## config.mk

```make
export PLATFORM = sky130hd
export DESIGN_NAME = spi_boot_sequencer
export DESIGN_NICKNAME = d
export VERILOG_FILES = /design/src/rtl/spi_boot_sequencer.sv
export SDC_FILE = /design/constraint.sdc
export NUM_CORES = 1
export LEC_CHECK = 0
export BUFFER_PORTS_ARGS = -buffer_cell sky130_fd_sc_hd__buf_2
export CAP_MARGIN = 10
export CORE_UTILIZATION = 54
export CTS_CLUSTER_SIZE = 25
export DETAILED_ROUTE_END_ITERATION = 16
export PLACE_DENSITY = 0.85
export REMOVE_ABC_BUFFERS = 1
export SYNTH_ARGS = -nofsm -noshare
export SYNTH_HDL_FRONTEND = slang
export SYNTH_SLANG_ARGS = --single-unit
```

## constraint.sdc

```tcl
create_clock -name CLK -period 5.7 [get_ports CLK]
set_clock_uncertainty 0.15 [all_clocks]
set_input_delay 0.285 -clock CLK [delete_from_list [all_inputs] [get_ports CLK]]
set_output_delay 0.285 -clock CLK [all_outputs]
set_load 0.02 [all_outputs]
```

## src/rtl/spi_boot_sequencer.sv

```systemverilog
// spi_boot_sequencer
//   Command sequencer behind the SPI slave byte datapath of the bootloader.
//   Decodes 6-byte frames (OUT0..OUT5 qualified by the one-hot OUTSTROBE),
//   runs req/ack memory reads and writes, returns read/status words on
//   SPI_IN and owns the target CPU run line.
//
//   Ports
//     CLK, RST             clock, synchronous active-high reset
//     CS                   SPI chip select, active low; high ends a frame
//     OUT0..OUT5           received frame bytes
//     OUTSTROBE[5:0]       one-cycle pulse, bit n = byte n now valid
//     SPI_IN[31:0]         word shifted out on frame bytes 2..5
//     MEM_REQ/WE/ADDR/WDATA memory request, held until MEM_ACK or timeout
//     MEM_ACK, MEM_RDATA   one-cycle completion pulse and read data
//     CPU_RUN              target CPU run enable
//     BUSY                 high whenever the sequencer is not idle
//
//   Build option: define SPI_BOOT_WPROT_EN to block writes to addresses
//   below PROT_LIM (no request, WPROT flag, error counted).

module spi_boot_sequencer #(
  parameter int unsigned ADDR_W   = 8,
  parameter int unsigned TIMEOUT  = 64,
  parameter int unsigned PROT_LIM = 16
) (
  input  logic              CLK,
  input  logic              RST,
  input  logic              CS,
  input  logic [7:0]        OUT0,
  input  logic [7:0]        OUT1,
  input  logic [7:0]        OUT2,
  input  logic [7:0]        OUT3,
  input  logic [7:0]        OUT4,
  input  logic [7:0]        OUT5,
  input  logic [5:0]        OUTSTROBE,
  output logic [31:0]       SPI_IN,
  output logic              MEM_REQ,
  output logic              MEM_WE,
  output logic [ADDR_W-1:0] MEM_ADDR,
  output logic [31:0]       MEM_WDATA,
  input  logic              MEM_ACK,
  input  logic [31:0]       MEM_RDATA,
  output logic              CPU_RUN,
  output logic              BUSY
);

  localparam int unsigned CNT_W = $clog2(TIMEOUT + 1);

`ifdef SPI_BOOT_WPROT_EN
  localparam bit WPROT_ON = 1'b1;
`else
  localparam bit WPROT_ON = 1'b0;
`endif

  localparam logic [7:0] OP_WRITE  = 8'h01;
  localparam logic [7:0] OP_READ   = 8'h02;
  localparam logic [7:0] OP_STATUS = 8'h03;
  localparam logic [7:0] OP_RUN    = 8'h04;
  localparam logic [7:0] OP_CLEAR  = 8'h06;
  localparam logic [7:0] OP_HALT   = 8'h07;
  localparam logic [7:0] RUN_KEY   = 8'h5A;

  typedef enum logic [2:0] {
    ST_IDLE,
    ST_OPC,
    ST_ADDR,
    ST_MEM,
    ST_HOLD
  } state_t;

  state_t           state;
  logic [CNT_W-1:0] tmo_cnt;
  logic             flag_tmo;
  logic             flag_badop;
  logic             flag_wprot;
  logic [7:0]       err_cnt;
  logic [7:0]       last_op;

  logic [ADDR_W-1:0] addr_c;
  logic              wprot_hit_c;
  logic [7:0]        flags_c;
  logic [7:0]        err_inc_c;
  logic              unused_stb;

  // Byte 1 is the address, zero-extended or truncated to ADDR_W.
  assign addr_c      = ADDR_W'(OUT1);
  assign wprot_hit_c = WPROT_ON && (32'(addr_c) < PROT_LIM);
  assign flags_c     = {3'b000, CPU_RUN, flag_wprot, flag_badop, flag_tmo, BUSY};
  // Error counter saturates instead of wrapping.
  assign err_inc_c   = (err_cnt == 8'hFF) ? 8'hFF : err_cnt + 8'd1;
  // Bytes 2..4 are only consumed as a group on the byte-5 strobe.
  assign unused_stb  = ^OUTSTROBE[4:2];

  // Frame sequencer: all state, flags and outputs registered here.
  always_ff @(posedge CLK) begin
    if (RST) begin
      state      <= ST_IDLE;
      tmo_cnt    <= '0;
      flag_tmo   <= 1'b0;
      flag_badop <= 1'b0;
      flag_wprot <= 1'b0;
      err_cnt    <= '0;
      last_op    <= '0;
      SPI_IN     <= '0;
      MEM_REQ    <= 1'b0;
      MEM_WE     <= 1'b0;
      MEM_ADDR   <= '0;
      MEM_WDATA  <= '0;
      CPU_RUN    <= 1'b0;
      BUSY       <= 1'b0;
    end else begin
      case (state)
        ST_IDLE: begin
          // CS high wins over a coincident strobe.
          if (!CS && OUTSTROBE[0]) begin
            last_op <= OUT0;
            state   <= ST_OPC;
            BUSY    <= 1'b1;
          end
        end

        ST_OPC: begin
          if (CS) begin
            state <= ST_IDLE;
            BUSY  <= 1'b0;
          end else if (OUTSTROBE[1]) begin
            SPI_IN <= '0;
            state  <= ST_HOLD;
            case (last_op)
              OP_READ: begin
                MEM_ADDR <= addr_c;
                MEM_WE   <= 1'b0;
                MEM_REQ  <= 1'b1;
                tmo_cnt  <= '0;
                state    <= ST_MEM;
              end
              OP_WRITE: begin
                if (wprot_hit_c) begin
                  flag_wprot <= 1'b1;
                  err_cnt    <= err_inc_c;
                end else begin
                  MEM_ADDR <= addr_c;
                  state    <= ST_ADDR;
                end
              end
              OP_STATUS: SPI_IN <= {8'hA5, err_cnt, last_op, flags_c};
              OP_RUN: begin
                if (OUT1 == RUN_KEY) begin
                  CPU_RUN <= 1'b1;
                end else begin
                  flag_badop <= 1'b1;
                  err_cnt    <= err_inc_c;
                end
              end
              OP_CLEAR: begin
                flag_tmo   <= 1'b0;
                flag_badop <= 1'b0;
                flag_wprot <= 1'b0;
                err_cnt    <= '0;
              end
              OP_HALT: CPU_RUN <= 1'b0;
              default: begin
                flag_badop <= 1'b1;
                err_cnt    <= err_inc_c;
              end
            endcase
          end
        end

        // Write collects the data word, then requests on the byte-5 strobe.
        ST_ADDR: begin
          if (CS) begin
            state <= ST_IDLE;
            BUSY  <= 1'b0;
          end else if (OUTSTROBE[5]) begin
            MEM_WDATA <= {OUT2, OUT3, OUT4, OUT5};
            MEM_WE    <= 1'b1;
            MEM_REQ   <= 1'b1;
            tmo_cnt   <= '0;
            state     <= ST_MEM;
          end
        end

        // Handshake always completes (ack or timeout), even if CS rises.
        ST_MEM: begin
          if (MEM_ACK || (tmo_cnt == CNT_W'(TIMEOUT - 1))) begin
            MEM_REQ <= 1'b0;
            if (!MEM_ACK) begin
              flag_tmo <= 1'b1;
              err_cnt  <= err_inc_c;
            end
            if (!MEM_WE) begin
              SPI_IN <= MEM_ACK ? MEM_RDATA : 32'hDEADDEAD;
            end
            if (CS) begin
              state <= ST_IDLE;
              BUSY  <= 1'b0;
            end else begin
              state <= ST_HOLD;
            end
          end else begin
            tmo_cnt <= tmo_cnt + CNT_W'(1);
          end
        end

        ST_HOLD: begin
          if (CS) begin
            state <= ST_IDLE;
            BUSY  <= 1'b0;
          end
        end

        default: begin
          state   <= ST_IDLE;
          MEM_REQ <= 1'b0;
          BUSY    <= 1'b0;
        end
      endcase
    end
  end

endmodule

```

== Word-level counts from Yosys, hierarchy flattened ==
Index checks and enable logic that the tools add are counted.

* Memories kept: 0
* Register bits: 104
* Logic and storage cells: 131
* Output and inout port bits: 76
* RAM bits: 0
* Memory bits (read-only): 0
* Latch bits: 0

* Muxes and demuxes: 57
* Multiply operators: 0
* Bitwise logic cells: 3
* Add/sub/neg operators: 2
* Order comparisons: 0
* Shift operators: 0
* Equal/unequal tests: 31
* Divide/modulo/power cells: 0
* Reduce and logical (&&, ||, !) cells: 25

{| class="wikitable"
|+ Operator list
! kind !! count
|-
| 2-to-1 mux 32 bit || 6
|-
| case mux 32 bit (2 select lines) || 1
|-
| 2-to-1 mux 8 bit || 6
|-
| 2-to-1 mux 7 bit || 6
|-
| inequality test 2 bit, second input constant || 13
|-
| equality test 8 x 3 -> 1 bit, second input constant || 3
|-
| 2-to-1 mux 3 bit || 8
|-
| case mux 8 bit (3 select lines) || 1
|-
| case mux 7 bit (3 select lines) || 1
|-
| AND reduction 7 bit || 3
|-
| AND reduction 5 bit || 4
|-
| 2-to-1 mux 1 bit || 19
|-
| equality test 8 x 2 -> 1 bit, second input constant || 2
|-
| case mux 8 bit (2 select lines) || 1
|-
| case mux 3 bit (5 select lines) || 1
|-
| AND reduction 6 bit || 2
|-
| inequality test 3 bit, second input constant || 3
|-
| adder 8 x 1 -> 8 bit, second input constant || 1
|-
| equality test 8 x 1 -> 1 bit, second input constant || 1
|-
| equality test 8 x 7 -> 1 bit, second input constant || 1
|-
| equality test 8 bit, second input constant || 1
|-
| adder 7 x 1 -> 7 bit, second input constant || 1
|-
| equality test 7 x 6 -> 1 bit, second input constant || 1
|-
| equality test 3 x 2 -> 1 bit, second input constant || 2
|-
| 20 further kinds || 30
|}

== Logic depth before layout (Yosys ltp) ==
Gate-level depths: netlist of the first run.

* Word-level depth: 7
* Gate-level depth with buffers: 8

== Worst setup path after synthesis of the first run ==
OpenSTA, ideal clock, no wires.

* Kind: reg2reg
* Start: register last_op[4]
* End: register MEM_REQ
* Data arrival time: 1.807 ns
* Stages on the path, launching flop included: 6
* Clock period less this slack: 2.081 ns
* Path slack: 3.619 ns
* Library setup time: 0.123 ns
* Path buffers: 0
* Cells stage by stage: dfxtp_1 -> or4_4 -> nor3_4 -> nand3b_2 -> a221oi_2 -> mux2_1

* Cells in the longest elaborated chain, start to end: 3

{| class="wikitable"
|+ Ends and longest elaborated chain
! element !! line !! text
|-
| start, declared || 77 || <nowiki>logic [7:0] last_op;</nowiki>
|-
| start signal, assigned || 103 || <nowiki>last_op <= '0;</nowiki>
|-
| start signal, assigned || 116 || <nowiki>last_op <= OUT0;</nowiki>
|-
| equality test 8 x 2 -> 1 bit || 129 || <nowiki>case (last_op)</nowiki>
|-
| inequality test 2 x 1 -> 1 bit (no source line) || n/a ||
|-
| AND reduction 7 bit (no source line) || n/a ||
|-
| end signal, assigned || 133 || <nowiki>MEM_REQ <= 1'b1;</nowiki>
|-
| end signal, assigned || 178 || <nowiki>MEM_REQ <= 1'b1;</nowiki>
|-
| end signal, assigned || 187 || <nowiki>MEM_REQ <= 1'b0;</nowiki>
|-
| end, declared || 37 || <nowiki>output logic MEM_REQ,</nowiki>
|}

No other way between the ends.
A chain may end at the register's enable or synchronous reset.

== Worst setup path after layout of the first run ==
* Start: register state[1]
* End: register SPI_IN[20]

* Cells in the longest elaborated chain, start to end: 3
* Elaborated cells between the ends (all ways): 9
* Classes of those cells: eq/ne (6); mux (1); reduce/logical (2)

{| class="wikitable"
|+ Ends and longest elaborated chain
! element !! line !! text
|-
| start, declared || 71 || <nowiki>state_t state;</nowiki>
|-
| start signal, assigned || 97 || <nowiki>state <= ST_IDLE;</nowiki>
|-
| start signal, assigned || 117 || <nowiki>state <= ST_OPC;</nowiki>
|-
| start signal, assigned || 124 || <nowiki>state <= ST_IDLE;</nowiki>
|-
| equality test 3 x 2 -> 1 bit or equality test 3 x 1 -> 1 bit (tied branches) || 112 || <nowiki>case (state)</nowiki>
|-
| inequality test 2 bit (no source line) or nonzero test 2 bit (tied branches) || n/a ||
|-
| AND reduction 5 bit (no source line) || n/a ||
|-
| end signal, assigned || 146 || <nowiki>OP_STATUS: SPI_IN <= {8'hA5, err_cnt, last_op, flags_c};</nowiki>
|-
| end signal, assigned || 193 || <nowiki>SPI_IN <= MEM_ACK ? MEM_RDATA : 32'hDEADDEAD;</nowiki>
|-
| end, declared || 36 || <nowiki>output logic [31:0] SPI_IN,</nowiki>
|}

Several ways; a longest one is shown, not always the timed one.

==> summary.md, run 1 <==
| Metric | Value |
|---|---|
| Core region area | between 8000 and 9000 um^2 |
| Reg2reg path depth | 5 |
| Crit path launch type | register |
| Synthesized cell area | 4687 um^2 |
| Cell accounting for the most synthesized area | sky130_fd_sc_hd__dfxtp_1 |
| Detailed placement HPWL | around 8700 um |
| Die height | 95.17 um |
| Share of post-route cells with drive strength above 1 | between 20% and 30% |
| Final setup violating endpoints | 0 |
| Cts repair resizes | 0 |
| Post-route insts no fill | roughly 850 |
| Hold_buf cts | 36 |
| Total negative slack | 0 ps |
| Source of the worst hold timing path | OUT0[2] |
| Growth of design area from synthesis to finish | 26.88% |
| Worst Hold Depth | 3 |
| Die outline width | between 90 and 100 um |
| Top cells by area in the synthesized netlist | sky130_fd_sc_hd__dfxtp_1, sky130_fd_sc_hd__nand2_1, sky130_fd_sc_hd__a21oi_1 |
| Power per cell area | around 250 nW/um^2 |
| Number of inserted diodes | 0 |
| 1st-iter DRT viols | approximately 350 |
| Initial antenna violation count | 0 |
| Worst Setup End Kind | register |
| TritonCTS buffer count | 9 |
| Instance count on the critical path | 5 |
| Number of cells produced by synthesis | ~570 |
| Number of iterations in the first detailed-routing pass | 5 |
| Clock tree from TritonCTS | yes |
| Post-synth EDFFs | 0 |
| Sequential-to-total area share from yosys stat | 44.42% |
| Post-CTS Setup Repair Bufs | 0 |
| Result of the run | completed |
| Number of pins exceeding their max-slew limit in the final report | 0 |
| Routability-driven placement congestion ratio | about 0.9 |
| Largest net degree at the start of global routing | 65 |
| Total number of vias | roughly 4900 |
| Worst supply voltage drop on vdd | 0.1488 mV |
| Most used DFF post-synth | sky130_fd_sc_hd__dfxtp_1 |
| Library cell used as clock root buffer | sky130_fd_sc_hd__clkbuf_8 |
| FF-to-FF Start | state[1] |
| Number of warnings printed during yosys synthesis | 0 |
| Time the worst path needs with I/O delays and setup | between 2000 and 3000 ps |
| Static leakage | between 2 and 2.5 nW |
| Area of the die | approximately 9000 um^2 |
| Max stage delay on crit path | 770 ps |
| Clock latency on the worst-skew pair | 370 ps |
| CP arrival | slightly below 3000 ps |
| Max-capacitance violation count | 0 |
| Syn_area_per_cell | around 8 um^2 |
| Fraction of synthesis flops using an asynchronous set or reset pin | 0% |
| Total overflow reported by the global router | 0 |
| Class of the tightest hold or removal check | in -> reg |
| Top-area cell type share of the netlist area | approximately 44% |
| Via density per instance | slightly below 6 |
| Top cell types by occurrence after synthesis | sky130_fd_sc_hd__nand2_1, sky130_fd_sc_hd__dfxtp_1, sky130_fd_sc_hd__a21oi_1 |
| # nets final | just over 800 |
| Total count of hold-check failures in the final report | 0 |
| Required arrival time at the worst endpoint | around 5800 ps |
| Cell-by-cell listing of the critical path | or3b_2, o21ai_0, nand3_1, a221oi_1, nor3_1 |
| Gate family responsible for the most delay along the worst path | simple AND/OR/NAND/NOR gates |
| Number of distinct standard cells referenced by the synthesized netlist | a little over 60 |
| Overall global routing resource usage | 29.72% |
| Drt drc | 0 |
| I/O Pins | ~170 |
| Number of register bits inferred by synthesis | 104 |
| Deepest level of the CTS H-tree | 3 |
| Initial Utilization | a little under three fifths |
| Global-route wire length before repair | between 20000 and 25000 um |
| First element of the critical path | state[1] |
| Share of the clock period used by the worst path after layout | approximately half |
| Antenna-violating nets left | 0 |
| # port buffers | roughly 160 |
| Worst setup path category | reg -> reg |
| Most frequent cell after synthesis | sky130_fd_sc_hd__nand2_1 |
| CTS clock-pin slew for the worst setup and hold paths | about 90 ps |
| CTS sink count | between 100 and 150 |
| Hold_ws | about 4.8 ps |
| Combined buffer and inverter count along the critical path | 0 |
| Number of global-route vias before repair | around 4700 |
| Max-slew headroom | 15.55% |
| # rows | 33 |
| Maximum clock insertion buffer count | 2 |
| Wirelength, routed | 13550 um |
| Setup repair after global routing missed its margin | false |
| Cell type of the slowest stage on the worst timing path | sky130_fd_sc_hd__nand3_1 |
| Max Clk Rate | approximately 0.35 GHz |
| Count of placed standard cells including taps | about 800 |
| Largest fanout of any net on the critical path | 25 |
| Transition time at the pin with the least slew margin | 1267 ps |
| WL per Instance | 16.01 um |
worst paths after layout:
path	to	slack, ps
setup / recovery	SPI_IN[20]	2820
hold / removal	last_op[2]	5
setup reg to reg	SPI_IN[20]	2820
hold reg to reg	tmo_cnt[6]	290
metal layers:
metal | track usage [%] | vias to the layer above | routed length [um] | part of all wire, %
li1 | - | 2349 | - | -
met1 | 34.24 | 2298 | 5197 | 38
met2 | 51.67 | 232 | 6836 | 50
met3 | 4.466 | 63 | 868 | 6.4
met4 | 17.93 | 0 | 645 | 4.8
met5 | 0 | - | 0 | 0
cell type report:
cell class,count,area (um^2)
clock buffers,9,123.9
clock inverters,6,56.30
fillers,631,2352
inverters,11,41.29
multi-input cells,410,2308
flip-flops and latches,104,2082
well taps,105,131.4
repair buffers,201,1204
worst min-delay path: stages:
cell	delay, ps
sky130_fd_sc_hd__buf_2	80
sky130_fd_sc_hd__mux2i_1	50
sky130_fd_sc_hd__nor2_1	70
cells in the final DEF, fill, tap and decap left out, types with 11 or more instances in the layout:
master,n
sky130_fd_sc_hd__buf_2,161
sky130_fd_sc_hd__nand2_1,110
sky130_fd_sc_hd__dfxtp_1,104
sky130_fd_sc_hd__a21oi_1,76
sky130_fd_sc_hd__nor2_1,41
sky130_fd_sc_hd__dlygate4sd3_1,36
sky130_fd_sc_hd__nand3_1,23
sky130_fd_sc_hd__nor3_1,20
sky130_fd_sc_hd__o21ai_0,19
sky130_fd_sc_hd__o211ai_1,14
sky130_fd_sc_hd__inv_1,11
sky130_fd_sc_hd__a211oi_1,11
sky130_fd_sc_hd__a31oi_1,11
per-stage QoR:
stage	power (mW)	setup WS, ps	cell area [um^2]	util, %
2_1_floorplan	0.9587	3053	4432	-
5_1_grt	1.560	2597	5947	71.66
6_report	1.497	2815	5947	71.66
3_5_place_dp	1.059	2859	5391	64.96
3_3_place_gp	1.048	2932	5391	64.96
4_1_cts	1.497	2844	5932	71.48
cells by family (layout without fill, tap and decap cells):
logic type	Yosys count	after routing	share of synthesized area [%]
xor+xnor	3	3	0.5607
flops	104	104	44.42
buf+inv	55	227	6.327
simple gates	231	231	22.83
fa+ha+maj	4	4	0.9610
mux	11	11	2.403
compound gates	161	161	22.50
sequential cells by signal, indices dropped and copies added, names as in the netlist, 3 cells and up:
signal	count
last_op	8
SPI_IN	32
state	3
tmo_cnt	7
MEM_ADDR	8
err_cnt	8
MEM_WDATA	32
power breakdown:
group,total [mW],internal (mW),switching [mW]
Sequential,0.783,0.752,0.0310
Combinational,0.285,0.118,0.168
Clock,0.428,0.162,0.266
Total,1.50,1.03,0.465
(Power assumes the default switching activity.)
==> inputs of run 2 (changes only) <==
--- a/config.mk
+++ b/config.mk
@@ -7,10 +7,10 @@
 export LEC_CHECK = 0
 export BUFFER_PORTS_ARGS = -buffer_cell sky130_fd_sc_hd__buf_2
 export CAP_MARGIN = 10
-export CORE_UTILIZATION = 54
+export CORE_UTILIZATION = 50
 export CTS_CLUSTER_SIZE = 25
 export DETAILED_ROUTE_END_ITERATION = 16
-export PLACE_DENSITY = 0.85
+export PLACE_DENSITY = 0.79
 export REMOVE_ABC_BUFFERS = 1
 export SYNTH_ARGS = -nofsm -noshare
 export SYNTH_HDL_FRONTEND = slang
==> constraint.sdc (replaced) <==
create_clock -name CLK -period 3 [get_ports CLK]
set_clock_uncertainty 0.15 [all_clocks]
set_input_delay 0.15 -clock CLK [delete_from_list [all_inputs] [get_ports CLK]]
set_output_delay 0.15 -clock CLK [all_outputs]
set_load 0.02 [all_outputs]
==> summary.md, run 2 (synthesis gave the netlist of run 1 again) <==
| Metric | Value |
|---|---|
| Via density per instance | ~5.6 |
| Worst Setup End Kind | register |
| # rows | 34 |
| Total overflow reported by the global router | 0 |
| Total count of hold-check failures in the final report | 0 |
| Share of post-route cells with drive strength above 1 | 26.05% |
| Setup repair after global routing missed its margin | false |
| TritonCTS buffer count | 9 |
| Share of the clock period used by the worst path after layout | slightly below 90% |
| 1st-iter DRT viols | approximately 240 |
| Number of pins exceeding their max-slew limit in the final report | 0 |
| Max stage delay on crit path | a little over 600 ps |
| Library cell used as clock root buffer | sky130_fd_sc_hd__clkbuf_8 |
| Wirelength, routed | 13850 um |
| Transition time at the pin with the least slew margin | approximately 730 ps |
| Drt drc | 0 |
| Number of filler cells placed in the layout | 640 |
| Post-route insts no fill | between 800 and 900 |
| Initial Utilization | a little over half |
| CTS clock-pin slew for the worst setup and hold paths | 100 ps |
| Final setup violating endpoints | 0 |
| Clock latency on the worst-skew pair | around 370 ps |
| Time the worst path needs with I/O delays and setup | between 2000 and 3000 ps |
| Count of placed standard cells including taps | ~810 |
| Routability-driven placement congestion ratio | between 0.8 and 0.9 |
| Max-slew headroom | between 50% and 60% |
| Max Clk Rate | a little under 0.4 GHz |
| Largest net degree at the start of global routing | 67 |
| Deepest level of the CTS H-tree | 3 |
| Maximum clock insertion buffer count | 2 |
| Clock tree from TritonCTS | yes |
| Overall global routing resource usage | between 20% and 30% |
| Hold_ws | around 18 ps |
| Post-CTS Setup Repair Bufs | 0 |
| Non-Filler Cell Area, Final | roughly 6400 um^2 |
| Number of inserted diodes | 0 |
| Growth of design area from synthesis to finish | 36.55% |
| Total number of vias | between 4000 and 5000 |
| Die outline width | a little under 100 um |
| Largest fanout of any net on the critical path | 8 |
| Post-place instance area | 5455 um^2 |
| Top Registers | MEM_WDATA x32, SPI_IN x32 |
| Hold_buf cts | 71 |
| Area of the die | around 10000 um^2 |
| Cell-by-cell listing of the critical path | or4_4, nor4_1, nand4_1, nand2_1, a21oi_1 |
| Global-route wire length before repair | 22280 um |
| Max-capacitance violation count | 0 |
| Power per cell area | slightly below 500 nW/um^2 |
| CP arrival | 2700 ps |
| Detailed placement HPWL | 8489 um |
| Worst supply voltage drop on vdd | about 0.28 mV |
| Required arrival time at the worst endpoint | just over 3000 ps |
| Commonest non-fill, non-tap cell in the layout | sky130_fd_sc_hd__buf_2 |
| Cell type of the slowest stage on the worst timing path | sky130_fd_sc_hd__nor4_1 |
| Result of the run | completed |
| Antenna-violating nets left | 0 |
| I/O Pins | around 170 |
| Post-Route Utilization | between 70 and 80% |
| Static leakage | 2.654 nW |
| Number of global-route vias before repair | ~4600 |
| # nets final | between 800 and 900 |
| Initial antenna violation count | 0 |
| Die height | slightly below 100 um |
| # port buffers | between 150 and 200 |
| Class of the tightest hold or removal check | in -> reg |
| Cts repair resizes | 0 |
| Total negative slack | 0 ps |
| Core region area | just under 9000 um^2 |
| Crit path launch type | register |
| Number of iterations in the first detailed-routing pass | 5 |
| CTS sink count | around 100 |
| WL per Instance | 15.54 um |
| Worst setup path category | reg -> reg |
| Highest-count cells in the layout ignoring fill and taps | sky130_fd_sc_hd__buf_2, sky130_fd_sc_hd__nand2_1, sky130_fd_sc_hd__dfxtp_1, sky130_fd_sc_hd__a21oi_1, sky130_fd_sc_hd__dlygate4sd3_1 |
-- run 2: worst paths after layout --
kind / start / end / slack [ps] / depth (start not counted)
setup / recovery: last_op[4] / MEM_ADDR[2] / 400 / 5
hold / removal: MEM_RDATA[4] / SPI_IN[4] / 20 / 3
setup reg to reg: last_op[4] / MEM_ADDR[2] / 400 / 5
hold reg to reg: tmo_cnt[6] / tmo_cnt[6] / 290 / 2
-- run 2: through the flow --
| step | power, mW | worst slack, ps |
|---|---|---|
| final | 3.111 | 398.4 |
| after global routing | 3.227 | 228.9 |
| after CTS | 3.107 | 515.4 |
| after detailed placement | 2.018 | 528.0 |
| after global placement | 2.001 | 604.1 |
| after floorplan | 1.822 | 352.7 |
-- run 2: layer usage --
layer  track usage, %  vias up  part of all wire, %
li1                 -     2438                    -
met1            33.96     2315                   41
met2            49.54      187                   51
met3            3.830       43                  5.0
met4            15.15        0                  3.8
met5                0        -                    0
-- run 2: layout make-up --
type | instances | area, um^2 | share of cell area [%]
inverter | 11 | 41.29 | 0.6452
multi-input combinational | 410 | 2308 | 36.07
clock inverter | 5 | 106.4 | 1.662
timing repair buffer | 243 | 1599 | 24.99
tap | 108 | 135.1 | 2.111
sequential | 104 | 2082 | 32.53
clock buffer | 10 | 127.6 | 1.994
-- run 2: worst max-delay path, delay by kind of cell, from the launching register on --
kind,cells,cell delay [ps]
DFF,1,340
AOI/OAI and AO/OA,1,80
and+or+nand+nor,4,1910
-- run 2: report_power, final --
part	switching, mW	internal, mW
Combinational	0.331	0.257
Clock	0.480	0.552
Sequential	0.0618	1.43
Total	0.872	2.24
